[src/rtl/pulse_stretcher_mc.sv]
// pulse_stretcher_mc: per-channel delayed, width-programmable pulse generator with one-shot/retrigger modes
module pulse_stretcher_mc #(
  parameter int NCH = 4,
  parameter int CW  = 16
) (
  input  logic              clk_in,
  input  logic              rst,
  input  logic              enable,
  input  logic              cfg_retrig,
  input  logic [NCH*CW-1:0] cfg_delay,
  input  logic [NCH*CW-1:0] cfg_width,
  input  logic [NCH-1:0]    trig_in,
  input  logic              clr_missed,
  output logic [NCH-1:0]    pulse_out,
  output logic [NCH-1:0]    busy,
  output logic [NCH-1:0]    done,
  output logic [NCH-1:0]    trig_missed
);
  typedef enum logic [1:0] {IDLE, DELAY, ACTIVE} state_t;
  logic [NCH-1:0] r_trig_q;
  logic [NCH-1:0] w_rise;
  assign w_rise = trig_in & ~r_trig_q;
  always_ff @(posedge clk_in or posedge rst)
    if (rst) r_trig_q <= '0;
    else r_trig_q <= trig_in;
  for (genvar g = 0; g < NCH; g++) begin : ch
    state_t        r_state;
    logic [CW-1:0] r_cnt, r_w;
    logic          r_pulse, r_busy, r_done, r_missed;
    logic [CW-1:0] w_d, w_wn;
    logic          w_miss;
    assign w_d  = cfg_delay[g*CW +: CW];
    assign w_wn = cfg_width[g*CW +: CW];
    // Drops: any rise while delaying, or while active in one-shot mode
    assign w_miss = enable & w_rise[g] & ((r_state == DELAY) | ((r_state == ACTIVE) & ~cfg_retrig));
    always_ff @(posedge clk_in or posedge rst)
      if (rst) begin
        r_state  <= IDLE;
        r_cnt    <= '0;
        r_w      <= '0;
        r_pulse  <= 1'b0;
        r_busy   <= 1'b0;
        r_done   <= 1'b0;
        r_missed <= 1'b0;
      end else begin
        r_missed <= w_miss | (r_missed & ~clr_missed);
        if (!enable) begin
          r_state <= IDLE;
          r_cnt   <= '0;
          r_w     <= '0;
          r_pulse <= 1'b0;
          r_busy  <= 1'b0;
          r_done  <= 1'b0;
        end else begin
          r_done <= 1'b0;
          case (r_state)
            IDLE:
              if (w_rise[g] && w_wn != '0) begin
                r_busy  <= 1'b1;
                r_w     <= w_wn;
                r_state <= (w_d == '0) ? ACTIVE : DELAY;
                r_pulse <= (w_d == '0);
                r_cnt   <= (w_d == '0) ? w_wn : w_d;
              end
            DELAY:
              if (r_cnt == CW'(1)) begin
                r_state <= ACTIVE;
                r_pulse <= 1'b1;
                r_cnt   <= r_w;
              end else r_cnt <= r_cnt - 1'b1;
            ACTIVE:
              if (w_rise[g] && cfg_retrig && w_wn != '0) r_cnt <= w_wn;
              else if (r_cnt == CW'(1)) begin
                r_state <= IDLE;
                r_pulse <= 1'b0;
                r_busy  <= 1'b0;
                r_done  <= 1'b1;
                r_cnt   <= '0;
              end else r_cnt <= r_cnt - 1'b1;
            default: r_state <= IDLE;
          endcase
        end
      end
    assign pulse_out[g]   = r_pulse;
    assign busy[g]        = r_busy;
    assign done[g]        = r_done;
    assign trig_missed[g] = r_missed;
  end
endmodule
[config.mk]
export PLATFORM = sky130hd
export DESIGN_NAME = pulse_stretcher_mc
export DESIGN_NICKNAME = d
export VERILOG_FILES = /design/src/rtl/pulse_stretcher_mc.sv
export SDC_FILE = /design/constraint.sdc
export NUM_CORES = 1
export LEC_CHECK = 0
export ABC_AREA = 1
export CORE_ASPECT_RATIO = 1.75
export CORE_MARGIN = 5
export CORE_UTILIZATION = 62
export CTS_BUF_LIST = sky130_fd_sc_hd__clkbuf_4 sky130_fd_sc_hd__clkbuf_8
export CTS_CLUSTER_DIAMETER = 200
export DETAILED_ROUTE_END_ITERATION = 10
export PLACE_DENSITY = 0.89
export SETUP_SLACK_MARGIN = 0.3
export SLEW_MARGIN = 20
export SYNTH_ARGS = -nofsm -noshare
export SYNTH_HDL_FRONTEND = slang
export SYNTH_SLANG_ARGS = --single-unit
[constraint.sdc]
create_clock -name clk_in -period 9.2 [get_ports clk_in]
set_input_delay 1.84 -clock clk_in [delete_from_list [all_inputs] [get_ports clk_in]]
set_output_delay 1.84 -clock clk_in [all_outputs]
set_load 0.03 [all_outputs]
==> out/metrics.csv <==
stage,metric,value,unit
outcome,status,finished clean,
cts,Post-CTS Resized,0,
yosys,Post-Synthesis Cells,1719,
worst_hold_path,Worst Min Path Start,ch[2].r_cnt[1]$_DFFE_PP0N_,
setup_path,arrival time worst endpoint,4590,ps
detailed_routing,DR WL met3,2409,um
yosys,sequential fraction of the synthesis area,35.72,%
detailed_routing,Metal-1 WL,11900,um
detailed_routing,TritonRoute pass-1 iters,8,
global_route,Tot GR Track Use,34.37,%
yosys,synthesized net count,1876,
sta,min Tclk post-route,4230,ps
floorplan,FP Rows,64,
setup_path,R2R Setup Slk,6490,ps
cts,CTS tree,done,
detailed_routing,1st-iter DRT viols,980,
sta,Final Hold Viols,0,
detailed_routing,wire length per cell,16.18,um
floorplan,core box area,17460,um2
global_route,largest net degree at the start of global routing,81,
layout,Ant. Diodes,0,
setup_path,critical path class,in2reg,
sta,Max Slew Vio Count,0,
sta,Slew @ Worst Pin,1118,ps
cts,htree depth,4,
yosys,commonest cells in the netlist,"nand2_1, nor2_1, inv_1, nand3_1, dfrtp_1",
cts,Root Buffer,clkbuf_8,
yosys,ys async rst share,100.0,%
cts,post-CTS setup repair buffer count,0,
yosys,most frequent cell after synthesis,nand2_1,
yosys,Synth top area share,35.72,%
detailed_routing,via/cell ratio,5.731,
layout,layout cells sized above 1,2.381,%
cts,cts hold-fix bufs,0,
cts,Num CTS Buffers,17,
yosys,average size of a mapped cell,6.357,um2
global_route,number of global-route vias before repair,11982,
yosys,Post-synth EDFFs,0,
placed_design,post-DP HPWL,25000,um
sta,hold_ws,486.9,ps
floorplan,initial cell density of the core,62.60,%
yosys,Syn. warnings,0,
sta,slew margin rel.,25.16,%
worst_hold_path,type of the most critical hold path,reg2reg,
global_route,total global routing overflow,0,
detailed_routing,Detail Route Antenna Nets,0,
floorplan,Die W,110.4,um
yosys,"area leader, netlist",dfrtp_1,
setup_path,CP required,9560,ps
setup_path,startpoint types,input port,
cts,worst skew pair latency,480,ps
global_route,first-pass GRT wire length,55680,um
layout,# fillers,1516,
detailed_routing,Post-Route WL,33650,um
power,Design Power,2.714,mW
setup_path,"critical path fanouts, max",41,
placed_design,RePlAce Congestion,0.9672,
detailed_routing,vias,11914,
yosys,"flops & latches, synth",156,
setup_path,critical path capture point type,flip-flop,
sta,final setup violating endpoints,0,
detailed_routing,drc violations,0,
sta,TNS Setup,0,ps
power,PwrDens,210.8,nW/um2
layout,synthesis-to-layout area growth,17.79,%
yosys,Yosys cell types,33,
power,Worst VDD drop,0.0001236,V
setup_path,Crit. Startpoint,enable,
cts,Worst-path clk slew,80,ps
flow_run,Max Cap Viol,0,
global_route,initial antenna violation count,0,
power,total leakage power,6.617,nW
sta,clock skew,13.17,ps
detailed_routing,top layer in use,met4,
detailed_routing,WL met2,17340,um
layout,final net count,1995,
floorplan,Die ar.,20490,um2
floorplan,Die Span Y,185.6,um
sta,RSZ-0062 raised after global routing,false,
sta,maximum clock rate,236.4,MHz
yosys,top_reg_cell synth,dfrtp_1,
cts,Clock Path Buffers,2,
setup_path,reg2reg start,ch[0].r_cnt[10]$_DFFE_PP0N_,
yosys,synth top area cells,"dfrtp_1, nand2_1, nor2_1",
floorplan,Top Ports,153,
yosys,Netlist Area Pre-Place,10930,um2
cts,CTS Sinks,156,
sta,fin crit share,45.98,%
placed_design,I/O Buffers,152,
power by group:
part	internal, mW	switching [mW]
clock	0.282	0.258
combinational	0.426	0.836
sequential	0.795	0.116
final timing paths:
check | to | depth (start not counted)
max | ch[1].r_cnt[15]$_DFFE_PP0N_ | 7
min | ch[2].r_cnt[1]$_DFFE_PP0N_ | 2
max reg2reg | ch[0].r_cnt[7]$_DFFE_PP0N_ | 9
min reg2reg | ch[2].r_cnt[1]$_DFFE_PP0N_ | 2
max in group asynchronous | ch[1].r_w[5]$_DFFE_PP0P_ | 3
min in group asynchronous | ch[2].r_done$_DFF_PP0_ | 2
logic make-up (layout without fill, tap and decap cells):
| logic type | count (synthesis) | count (layout) | synth area share (%) |
|---|---|---|---|
| flops | 156 | 156 | 35.72 |
| xor+xnor | 22 | 22 | 1.763 |
| simple gates | 1097 | 1097 | 41.10 |
| buf+inv | 262 | 391 | 9.812 |
| fa+ha+maj | 20 | 20 | 2.290 |
| compound gates | 162 | 162 | 9.308 |
sequential cells by signal, indices dropped and copies added, names as in the netlist:
name         flops
ch.r_pulse       4
ch.r_w          64
ch.r_cnt        64
ch.r_done        4
ch.r_busy        4
ch.r_missed      4
r_trig_q         4
ch.r_state       8
per-stage QoR:
stage	setup slack, ps	std cells	util (%)	cell area [um2]
after CTS	5029	2079	73.70	12870
after detailed placement	4538	2050	71.44	12470
after floorplan	3153	1719	-	10930
after global placement	4638	2050	71.44	12470
after global routing	4772	2079	73.74	12870
final	4970	2079	73.74	12870
layer usage:
metal | track usage (%) | up-vias
met1 | 37.62 | 5488
met5 | 0 | -
met3 | 7.359 | 156
met2 | 59.10 | 576
li1 | - | 5694
met4 | 22.14 | 0
layout make-up:
cell class	count	area, um2	share of cell area, %
Multi-Input combinational cell	1301	5954	46.26
Sequential cell	156	3904	30.33
Timing Repair Buffer	155	1548	12.02
Inverter	207	782.0	6.075
Tap cell	231	289.0	2.245
Clock buffer	22	277.8	2.158
Clock inverter	7	117.6	0.9137
critical path, stage by stage:
cell	delay [ps]
clkdlybuf4s50_1	450
buf_4	410
inv_2	300
o41ai_4	990
nor2_2	340
nand2_1	170
nand2_1	60
cells in the final DEF (no fill, tap or decap), types with 7 or more instances in the layout:
cell and n:
nand2_1 626, nor2_1 237, inv_1 198, nand3_1 174, dfrtp_1 156, clkdlybuf4s50_1 152, o21ai_0 68, nand4_1 37
a21oi_1 32, ha_1 20, a22o_1 19, a22oi_1 19, clkbuf_8 18, xor2_1 15, o22ai_1 10, nor3_1 9
clkinv_1 7, xnor2_1 7
Note: power is estimated with default switching activity, not from simulation.
==> RTL change: new RTL, same settings <==
Put one more register stage on the output `pulse_out`, cleared by the reset. The value now appears one clock later. The other outputs are not delayed to match.
--- a/src/rtl/pulse_stretcher_mc.sv
+++ b/src/rtl/pulse_stretcher_mc.sv
@@ -19,2 +19,4 @@
   typedef enum logic [1:0] {IDLE, DELAY, ACTIVE} state_t;
+
+  logic [NCH-1:0] pulse_d;
   logic [NCH-1:0] r_trig_q;
@@ -83,3 +85,3 @@
       end
-    assign pulse_out[g]   = r_pulse;
+    assign pulse_d[g]   = r_pulse;
     assign busy[g]        = r_busy;
@@ -88,2 +90,10 @@
   end
+  always_ff @(posedge clk_in or posedge rst) begin
+      if (rst) begin
+          pulse_out <= '0;
+      end else begin
+          pulse_out <= pulse_d;
+      end
+  end
+
 endmodule
Check against the original RTL: not equivalent (a bounded check fails within 4 cycles, from zero or initial values and one cycle with rst high).
==> RTL change against the original RTL <==
- sequential cell count is 4 higher
- synthesized cell count rose by 5.5%
- clock skew barely moved
- routed wire length up 4.4%
- area after synthesis rose by 8.7%
- setup slack improved by 0.77 ns
- final area increased by 6.6%
- power grew 19%
- via count rose by 6.2%
==> RTL change: results (changes against the original RTL) <==
<table>
<tr><th>Metric</th><th>Value</th></tr>
<tr><th colspan="2">Global routing</th></tr>
<tr><td>Via count of the first global-routing pass</td><td>12400 (was 12000)</td></tr>
<tr><td>Largest net degree at the start of global routing</td><td>82 (was 81)</td></tr>
<tr><td>Antenna violations before repair</td><td>0 (unchanged)</td></tr>
<tr><td>Global routing usage summed across all routing layers</td><td>0.319 (was 0.344)</td></tr>
<tr><th colspan="2">Synth</th></tr>
<tr><td>Register area share after synthesis</td><td>0.337 (was 0.357)</td></tr>
<tr><td>Syn Nets</td><td>1971 (was 1876)</td></tr>
<tr><td>Top post-synthesis cells by count</td><td>nand2_1, inv_1, nor2_1 (was nand2_1, nor2_1, inv_1)</td></tr>
<tr><td>Count of distinct cell types in the synthesized netlist</td><td>42 (was 33)</td></tr>
<tr><td>Number of warnings issued by yosys</td><td>0 (unchanged)</td></tr>
<tr><th colspan="2">Cells and area</th></tr>
<tr><td>Layout cells sized above 1</td><td>0.0722 (was 0.0238)</td></tr>
<tr><td>Net total in the final layout</td><td>2083 (was 1995)</td></tr>
<tr><td>Number of antenna repair diodes</td><td>0 (unchanged)</td></tr>
<tr><th colspan="2">Outcome</th></tr>
<tr><td>Run status</td><td>finished, final reports clean (unchanged)</td></tr>
<tr><th colspan="2">Power and ir drop</th></tr>
<tr><td>Worst IR Drop VDD</td><td>0.138 mV (was 0.124 mV)</td></tr>
<tr><td>P_leak</td><td>7.14 nW (was 6.62 nW)</td></tr>
<tr><th colspan="2">Routing</th></tr>
<tr><td>Via density per instance</td><td>5.80 (was 5.73)</td></tr>
<tr><td>Routed length per placed instance</td><td>16.1 um (was 16.2 um)</td></tr>
<tr><td>Detailed-router iteration count before antenna repair</td><td>6 (was 8)</td></tr>
<tr><th colspan="2">Placement</th></tr>
<tr><td>Post-detailed-placement half-perimeter wirelength</td><td>25800 um (was 25000 um)</td></tr>
<tr><th colspan="2">Worst setup path</th></tr>
<tr><td>Maximum fanout along the worst path</td><td>14 (was 41)</td></tr>
<tr><td>Worst path arrival time</td><td>3.90 ns (was 4.59 ns)</td></tr>
<tr><th colspan="2">Clocking</th></tr>
<tr><td>Clock transition at the registers of the reported paths</td><td>0.10 ns (was 0.08 ns)</td></tr>
<tr><td>Clk Latency, worst-skew pair</td><td>0.50 ns (was 0.48 ns)</td></tr>
<tr><th colspan="2">STA</th></tr>
<tr><td>Relative slew slack</td><td>0.296 (was 0.252)</td></tr>
<tr><td>Worst clock skew</td><td>0.0129 ns (was 0.0132 ns)</td></tr>
</table>
==> RTL change: changes by cell type in the layout (fill, tap and decap cells not counted), sizes merged, moves of 15 or more <==
cell   change
inv       +65
a22o      +23
a22oi     -19
nand2     -15
o22ai     +15
==> RTL change: cell type report <==
class | instances | area (um2)
multi-input combinational | 1331 | 6530
timing repair buffer | 154 | 1540
inverter | 262 | 988
sequential | 160 | 4000
fill | 1576 | 5310
clock inverter | 14 | 109
clock buffer | 18 | 248
tap | 241 | 302
==> RTL change: worst paths after layout <==
kind	start	to	slack, ns	cells after the start
min in group asynchronous	rst	ch[2].r_cnt[1]	1.85	2
max in group asynchronous	rst	ch[3].r_cnt[14]	6.12	3
max reg2reg	ch[0].r_cnt[1]	ch[0].r_cnt[0]	6.72	12
min	ch[0].r_pulse	pulse_out[0]	0.39	0
min reg2reg	ch[0].r_pulse	pulse_out[0]	0.39	0
max	cfg_delay[15]	ch[0].r_cnt[3]	5.74	10
==> RTL change: worst max-delay path, stage by stage <==
cell and delay, ns:
clkdlybuf4s50_1 0.42, nor2_1 0.22, nand3_1 0.10, nor2_1 0.23, nand3_1 0.18, nand2_1 0.47
nand2_1 0.17, nand3_1 0.14, nand2_1 0.06, nand2_1 0.06
==> RTL change: layer usage <==
metal / GRT usage / part of all wire / vias to the layer above
met4: 0.194 / 0.063 / 0
met3: 0.0515 / 0.075 / 199
li1: - / - / 5964
met5: 0 / 0 / -
met1: 0.354 / 0.36 / 5778
met2: 0.566 / 0.50 / 706
==> RTL change: kinds of logic after synthesis <==
kind of cell	count (synthesis)	share of synthesized area
and+or+nand+nor	1088	0.400
buffers and inverters	323	0.113
AOI/OAI and AO/OA	202	0.113
DFF	160	0.337
xor gates and xnor gates	21	0.0155
adders and majority gates	20	0.0211
==> RTL change: through the flow <==
step	cell area [um2]	power, mW	std cells	utilization	worst slack, ns
3_3_place_gp	13400	2.67	2148	0.702	5.22
2_1_floorplan	11900	2.29	1814	-	3.04
5_1_grt	13700	3.50	2180	0.721	5.60
4_1_cts	13700	3.21	2180	0.721	5.73
3_5_place_dp	13400	2.71	2148	0.702	5.20
6_report	13700	3.24	2180	0.721	5.74
==> RTL change: power by group <==
part	internal [mW]	switching, mW
clock	0.197	0.302
combinational	0.599	1.16
sequential	0.834	0.143
total	1.63	1.61
